<file path="src/rtl/nco_tuning_word_estimator.sv">
// rtl/nco_tuning_word_estimator.sv - measures sig_in frequency and returns the matching NCO tuning word
// Optional feature macro: NCO_EST_CONTINUOUS_EN (back-to-back measurements after a single start)
module nco_tuning_word_estimator #(
  parameter int width       = 26,
  parameter int periods     = 4,
  parameter int count_width = 24,
  parameter int sync_stages = 2
) (
  input  logic             clk,
  input  logic             reset_n,
  input  logic             sig_in,
  input  logic             start,
  output logic             busy,
  output logic             valid,
  output logic [width-1:0] increment,
  output logic             timeout
);

  // Edge counter width, quotient/dividend width, remainder-compare width, step counter width
  localparam int EW = $clog2(periods + 1);
  localparam int QW = width + EW;
  localparam int RW = count_width + 1;
  localparam int SW = $clog2(QW + 1);

  // Dividend periods * 2^width; fits in QW bits because periods < 2^EW
  localparam logic [QW-1:0]          NUM     = {EW'(periods), {width{1'b0}}};
  localparam logic [count_width-1:0] CNT_MAX = {count_width{1'b1}};
  localparam logic [EW-1:0]          EC_LAST = EW'(periods - 1);
  localparam logic [SW-1:0]          STEP_LAST = SW'(QW - 1);

  typedef enum logic [2:0] {
    IDLE,
    ARM,
    COUNT,
    DIVIDE,
    DONE
  } state_t;

  state_t                 state_q, state_d;
  logic [sync_stages-1:0] sync_q;
  logic                   sync_dly_q;
  logic                   sig_edge;
  logic [count_width-1:0] cnt_q, cnt_d;
  logic [EW-1:0]          ecnt_q, ecnt_d;
  logic [count_width-1:0] den_q, den_d;
  logic [QW-1:0]          num_q, num_d;
  logic [count_width-1:0] rem_q, rem_d;
  logic [SW-1:0]          step_q, step_d;
  logic [width-1:0]       inc_q, inc_d;
  logic                   tmo_q, tmo_d;
  logic                   valid_q, valid_d;

  // Restoring-division step: the dividend register shifts left and collects quotient bits at its LSB
  logic [RW-1:0]          rem_shift;
  logic                   fits;
  logic [count_width-1:0] rem_diff;
  logic [count_width-1:0] rem_next;
  logic [QW-1:0]          num_next;
  logic [width-1:0]       quo_sat;

  // Synchronizer chain plus one-cycle delay of the last stage for rising-edge detection
  always_ff @(posedge clk or negedge reset_n) begin
    if (!reset_n) begin
      sync_q     <= '0;
      sync_dly_q <= 1'b0;
    end else begin
      sync_q     <= {sync_q[sync_stages-2:0], sig_in};
      sync_dly_q <= sync_q[sync_stages-1];
    end
  end

  assign sig_edge = sync_q[sync_stages-1] & ~sync_dly_q;

  // One divider step; the true difference is below the divisor so it fits in count_width bits
  always_comb begin
    rem_shift = {rem_q, num_q[QW-1]};
    fits      = (rem_shift >= {1'b0, den_q});
    rem_diff  = rem_shift[count_width-1:0] - den_q;
    rem_next  = fits ? rem_diff : rem_shift[count_width-1:0];
    num_next  = {num_q[QW-2:0], fits};
    quo_sat   = (|num_next[QW-1:width]) ? {width{1'b1}} : num_next[width-1:0];
  end

  // State and datapath registers
  always_ff @(posedge clk or negedge reset_n) begin
    if (!reset_n) begin
      state_q <= IDLE;
      cnt_q   <= '0;
      ecnt_q  <= '0;
      den_q   <= '0;
      num_q   <= '0;
      rem_q   <= '0;
      step_q  <= '0;
      inc_q   <= '0;
      tmo_q   <= 1'b0;
      valid_q <= 1'b0;
    end else begin
      state_q <= state_d;
      cnt_q   <= cnt_d;
      ecnt_q  <= ecnt_d;
      den_q   <= den_d;
      num_q   <= num_d;
      rem_q   <= rem_d;
      step_q  <= step_d;
      inc_q   <= inc_d;
      tmo_q   <= tmo_d;
      valid_q <= valid_d;
    end
  end

  // Next-state logic; saturation of the counter wins over a coincident edge
  always_comb begin
    state_d = state_q;
    cnt_d   = cnt_q;
    ecnt_d  = ecnt_q;
    den_d   = den_q;
    num_d   = num_q;
    rem_d   = rem_q;
    step_d  = step_q;
    inc_d   = inc_q;
    tmo_d   = tmo_q;
    valid_d = 1'b0;
    unique case (state_q)
      IDLE: begin
        if (start) begin
          state_d = ARM;
          cnt_d   = '0;
        end
      end
      ARM: begin
        cnt_d = cnt_q + count_width'(1);
        if (cnt_q == CNT_MAX) begin
          state_d = DONE;
          tmo_d   = 1'b1;
          inc_d   = '0;
          valid_d = 1'b1;
        end else if (sig_edge) begin
          state_d = COUNT;
          cnt_d   = '0;
          ecnt_d  = '0;
        end
      end
      COUNT: begin
        cnt_d = cnt_q + count_width'(1);
        if (cnt_q == CNT_MAX) begin
          state_d = DONE;
          tmo_d   = 1'b1;
          inc_d   = '0;
          valid_d = 1'b1;
        end else if (sig_edge) begin
          ecnt_d = ecnt_q + EW'(1);
          if (ecnt_q == EC_LAST) begin
            state_d = DIVIDE;
            den_d   = cnt_q + count_width'(1);
            num_d   = NUM;
            rem_d   = '0;
            step_d  = '0;
          end
        end
      end
      DIVIDE: begin
        num_d  = num_next;
        rem_d  = rem_next;
        step_d = step_q + SW'(1);
        if (step_q == STEP_LAST) begin
          state_d = DONE;
          inc_d   = quo_sat;
          tmo_d   = 1'b0;
          valid_d = 1'b1;
        end
      end
      DONE: begin
`ifdef NCO_EST_CONTINUOUS_EN
        state_d = ARM;
        cnt_d   = '0;
`else
        state_d = IDLE;
`endif
      end
      default: state_d = IDLE;
    endcase
  end

  assign busy      = (state_q != IDLE);
  assign valid     = valid_q;
  assign increment = inc_q;
  assign timeout   = tmo_q;

endmodule

</file>
<file path="config.mk">
export PLATFORM = sky130hd
export DESIGN_NAME = nco_tuning_word_estimator
export DESIGN_NICKNAME = d
export VERILOG_FILES = /design/src/rtl/nco_tuning_word_estimator.sv
export SDC_FILE = /design/constraint.sdc
export NUM_CORES = 1
export LEC_CHECK = 0
export ABC_AREA = 1
export ABC_CLOCK_PERIOD_IN_PS = 2900
export CORE_MARGIN = 3
export CORE_UTILIZATION = 62
export DETAILED_ROUTE_END_ITERATION = 8
export GPL_TIMING_DRIVEN = 0
export HOLD_SLACK_MARGIN = 0.08
export PLACE_DENSITY = 0.9
export SYNTH_ARGS = -nofsm -noshare
export SYNTH_HDL_FRONTEND = slang
export SYNTH_SLANG_ARGS = --single-unit
</file>
<file path="constraint.sdc">
create_clock -name clk -period 2.9 [get_ports clk]
set_clock_uncertainty 0.2 [all_clocks]
set_input_delay 0.435 -clock clk [delete_from_list [all_inputs] [get_ports clk]]
set_output_delay 0.435 -clock clk [all_outputs]
set_load 0.1 [all_outputs]
</file>
# == Yosys cells after proc, flatten, opt, wreduce, memory -nomap -nowiden ==
# Index checks and enable logic that the tools add are counted.
# totals
reg_bits,143
latchBits,0
mem_bits_rw,0
romBits,0
mem_count,0
# op_classes
addsub,4
multipliers,0
div,0
n_lt_le_gt_ge,1
eq_ne,17
n_shift,0
muxes,40
bitwise,3
n_reduce_logical,14
# ops
op,count
24-bit 2-to-1 mux,7
29-bit 2-to-1 mux,3
26-bit 2-to-1 mux,3
24-bit case mux with 3 select lines,1
29-bit case mux with 2 select lines,1
26-bit case mux with 2 select lines,1
24-bit case mux with 2 select lines,1
3-bit 2-to-1 mux,11
25-bit by 24-bit >= comparator with 1-bit output,1
"24-bit by 1-bit adder with 24-bit output, second input constant",1
"24-bit equality test, second input constant",1
24-bit subtractor,1
5-bit 2-to-1 mux,3
"2-bit != test, second input constant",7
3-bit case mux with 4 select lines,1
5-bit case mux with 2 select lines,1
5-bit AND reduction,2
"3-bit by 2-bit equality test with 1-bit output, second input constant",3
"3-bit != test, second input constant",3
4-bit AND reduction,2
3-bit case mux with 2 select lines,1
2-bit nonzero test,3
3-bit nonzero test,2
"5-bit by 1-bit adder with 5-bit output, second input constant",1
other kinds (13),18

# == Depth between registers and ports, before layout ==
# logic_depth
word_depth,5
ltp_mapped,15
ltp_nobuf,15

# == Worst setup path before layout ==
# No wires, ideal clock.
# synth_path
path_kind,register to register
start,reg state_q[2]
end,reg cnt_q[1]
setup_time_ns,0.083
arrival_time_ns,2.117
path_slack_ns,0.501
path_stages_with_launch,7
n_path_buf,1
period_less_slack_ns,2.399
cell_sequence,dfrtp_1 -> nor2_1 -> nand2_1 -> o22ai_1 -> clkbuf_1 -> nand2_1 -> o21ai_0
# synth_via
elab_chain_cells,3
elab_cells_between_ends,7
classes_between,eq/ne (3); mux (1); reduce/logical (3)
# synth_rtl
element,line,rtl
start: declaration,39,"state_t state_q, state_d;"
start signal: assignment,98,state_q <= state_d;
"3-bit by 2-bit equality test with 1-bit output, or another cell as far along",123,unique case (state_q)
3-bit nonzero test (no source line) or 2-bit != test (tied branches),n/a,
2-bit AND reduction (no source line),n/a,
end signal: assignment,99,cnt_q <= cnt_d;
end: declaration,43,"logic [count_width-1:0] cnt_q, cnt_d;"
# Parallel ways exist; a longest one is shown, timed or not.
# A chain may end at the register's enable or synchronous reset.

# == Worst setup path in the final report ==
# layout_path
start,reg den_q[21]
end,reg rem_q[16]
# layout_via
elab_chain_cells,3
# layout_rtl
element,line,rtl
start: declaration,45,"logic [count_width-1:0] den_q, den_d;"
start signal: assignment,101,den_q <= den_d;
25-bit by 24-bit >= comparator with 1-bit output,77,"fits = (rem_shift >= {1'b0, den_q});"
24-bit 2-to-1 mux,79,rem_next = fits ? rem_diff : rem_shift[count_width-1:0];
24-bit case mux with 2 select lines,123,
end signal: assignment,103,rem_q <= rem_d;
end: declaration,47,"logic [count_width-1:0] rem_q, rem_d;"
# Every way passes these cells.

==> metrics.csv <==
metric,value,unit
PwrDens,972.2,nW/µm²
antenna cells,0,
worst-path cell chain,inv_1 -> ha_1 -> nand2_1 -> inv_1 -> nand2_1 -> inv_1 -> nand2_1 -> nand2_1 -> a21oi_1 -> nand3_2 -> buf_2 -> nand2_1 -> nand3_1 -> nand2_1,
leakage power total,0.004851,µW
Vias,7915,
Post-synth EDFFs,0,
main combinational cell family by area after synthesis,simple AND/OR/NAND/NOR gates,
Initial DRT Pass Iterations,7,
DR vias/cell,5.690,
"Max FO, Critical Path",10,
Gate Count Post-Synth,1153,
Clock Latency Late Sink,440,ps
RePlAce Congestion,0.9551,
dpl hpwl,15590,µm
gr ovfl total,0,
crit path buf inv count,4,
clock sink count,143,
CP max stage delay,390,ps
XOR/XNOR Fraction of Synth Area,3.075,%
FILL cells,956,
Crit path max-delay family,simple AND/OR/NAND/NOR gates,
Post-Syn Area,8260,µm²
Mapped Nets,1187,
outcome,"finished, final reports clean",
DIE AREA,14740,µm²
Crit path top cell by count,nand2_1,
FP Rows,41,
"commonest non-fill, non-tap cell in the layout",nand2_1,
clk buf depth,2,
CP Data Required Time,3080,ps
CP arrival,2870,ps
DP Area,8825,µm²
Syn. warnings,0,
IO Pins,33,
Die Ht,121.4,µm
"final std cell area, no fill",9462,µm²
count of port buffers added during placement,32,
adder-cell share of the synthesized area,4.635,%
die width,121.4,µm
"CTS clk-pin slew, worst paths",70,ps
number of global-route vias before repair,7615,
flop and latch count out of synthesis,143,
first-pass GRT wire length,36710,µm
routed wire length,22310,µm
Root Buffer,clkbuf_16,
Final #Nets,1240,
CTS tree,done,
WS Path Type,reg2reg,
fin. max-slew vios,0,
initial antenna violation count,0,
Post-synth ARST share,100.0,%
Avg Synthesized Cell Area,7.164,µm²
most frequent cells in the layout,"426 x nand2_1, 147 x inv_1, 143 x dfrtp_1, 87 x nor2_1, 82 x nand3_1",
Critical-path top delay cell,dfrtp_1,
Initial Utilization,64.41,%
worst-margin pin slew,1057,ps
initial drt markers,846,
CP Capture Type,flip-flop,
maximum VDD drop,1.107,mV
wire per inst,16.04,µm
total track usage,31.81,%
relative slew slack,29.33,%
sequential fraction of the synthesis area,43.32,%
crit share post-route,92.88,%
# setup viols final,0,
maxcap violations,0,
class of the most critical hold timing path,reg2reg,
total CTS buffers,17,
Routed Antenna Nets,0,
unrepaired setup endpoints after global routing,false,
fin worst setup slack,206.4,ps
critical path launch point type,flip-flop,
Max Clk Rate,371.2,MHz
H-tree depth,4,
Residual DRC,0,
simple-gate share of the synthesized area,33.29,%
main flop type after synthesis,dfrtp_1,
post-synthesis compound-gate area fraction,6.604,%
layout cell share with drive strength beyond 1,5.004,%
Setup Slack @ Placement,219.8,ps
mux contribution to synthesized area,0,%
core area,12820,µm²
min Tclk post-route,2694,ps
Yosys cell types,35,
total setup buffers inserted after CTS,0,
largest net degree at the start of global routing,99,
P&R area growth vs syn,14.54,%
"Hold Violations, Final",0,
sequential cells by signal (all words and copies together) (netlist names), 2 cells and up:
signal / cells
num_q: 29
increment: 26
cnt_q: 24
den_q: 24
rem_q: 24
step_q: 5
ecnt_q: 3
state_q: 3
sync_q: 2
power by group:
part / switching, µW / internal (µW) / total, µW
Clock: 929 / 1390 / 2320
Sequential: 276 / 2310 / 2580
Combinational: 2890 / 1410 / 4300
Total: 4090 / 5110 / 9200
cells by family after synthesis:
| group | after synthesis |
|---|---|
| AO/OA/AOI/OAI | 103 |
| AND/OR/NAND/NOR | 660 |
| XOR/XNOR | 29 |
| buffers and inverters | 188 |
| flip-flops | 143 |
| adder cells (fa/ha/maj) | 30 |
cells in the mapped netlist (all sizes together), types with 2 or more instances:
cell	number	area, µm²
nand2	428	1612
nand4	35	219.0
xor2	13	113.9
xnor2	16	140.1
dfrtp	143	3578
inv	148	555.5
o22ai	3	18.77
nor3	12	60.06
ha	29	362.9
a21oi	16	91.34
and2	2	12.51
buf	14	96.34
nand3b	5	37.54
nand3	85	435.4
nor2	91	361.6
clkbuf	26	97.59
o21ai	78	390.4
layer usage:
layer | track usage [%] | routed length [µm] | vias to the layer above
li1 | - | - | 3745
met1 | 43.17 | 9412 | 3783
met2 | 50.26 | 10640 | 322
met3 | 6.480 | 1626 | 65
met4 | 12.68 | 633 | 0
met5 | 0 | 0 | -
worst paths after layout:
| check | to | from | cells after the start | slack, ps |
|---|---|---|---|---|
| max | rem_q[16]$_DFFE_PN0P_ | den_q[21]$_DFFE_PN0P_ | 14 | 210 |
| min in group asynchronous | rem_q[22]$_DFFE_PN0P_ | reset_n | 2 | 310 |
| max in group asynchronous | den_q[14]$_DFFE_PN0P_ | reset_n | 3 | 1360 |
| min reg2reg | sync_q[1]$_DFF_PN0_ | sync_q[0]$_DFF_PN0_ | 0 | 160 |
| max reg2reg | rem_q[16]$_DFFE_PN0P_ | den_q[21]$_DFFE_PN0P_ | 14 | 210 |
| min | sync_q[1]$_DFF_PN0_ | sync_q[0]$_DFF_PN0_ | 0 | 160 |
metrics by stage:
stage | util, % | TNS, ps | power (µW) | cells | hold WS (ps)
floorplan | - | 0 | 5701 | 1153 | -60.59
global placement | 68.59 | -628190 | 6636 | 1357 | 135.9
detailed placement | 68.81 | 0 | 6748 | 1358 | 148.5
CTS | 73.71 | 0 | 9117 | 1391 | 163.3
global route | 73.78 | 0 | 9904 | 1391 | 164.4
finish | 73.78 | 0 | 9199 | 1391 | 164.1
timing repair:
action / 4_1_cts / 5_1_grt
gates resized for setup: 0 / 4
setup endpoints to repair: 0 / 21
hold buffers: 1 / 0
endpoints found under the hold margin: 45 / 0
worst reg2reg max path: stages (launching register included):
cell and delay (ps):
dfrtp_1 390, inv_1 150, ha_1 320, nand2_1 140, inv_1 50, nand2_1 120
inv_1 50, nand2_1 60, nand2_1 60, a21oi_1 260, nand3_2 250, buf_2 280
nand2_1 90, nand3_1 110, nand2_1 100
area by class of cell:
type	instances	area [µm²]	share of cell area, %
Multi-Input combinational cell	822	3938	41.62
Sequential cell	143	3578	37.82
Inverter	148	555.5	5.871
Clock buffer	18	439.2	4.642
Timing Repair Buffer	34	361.6	3.822
Tap cell	172	215.2	2.275
Buffer	40	195.2	2.063
Clock inverter	14	178.9	1.891
(Power assumes the default switching activity.)
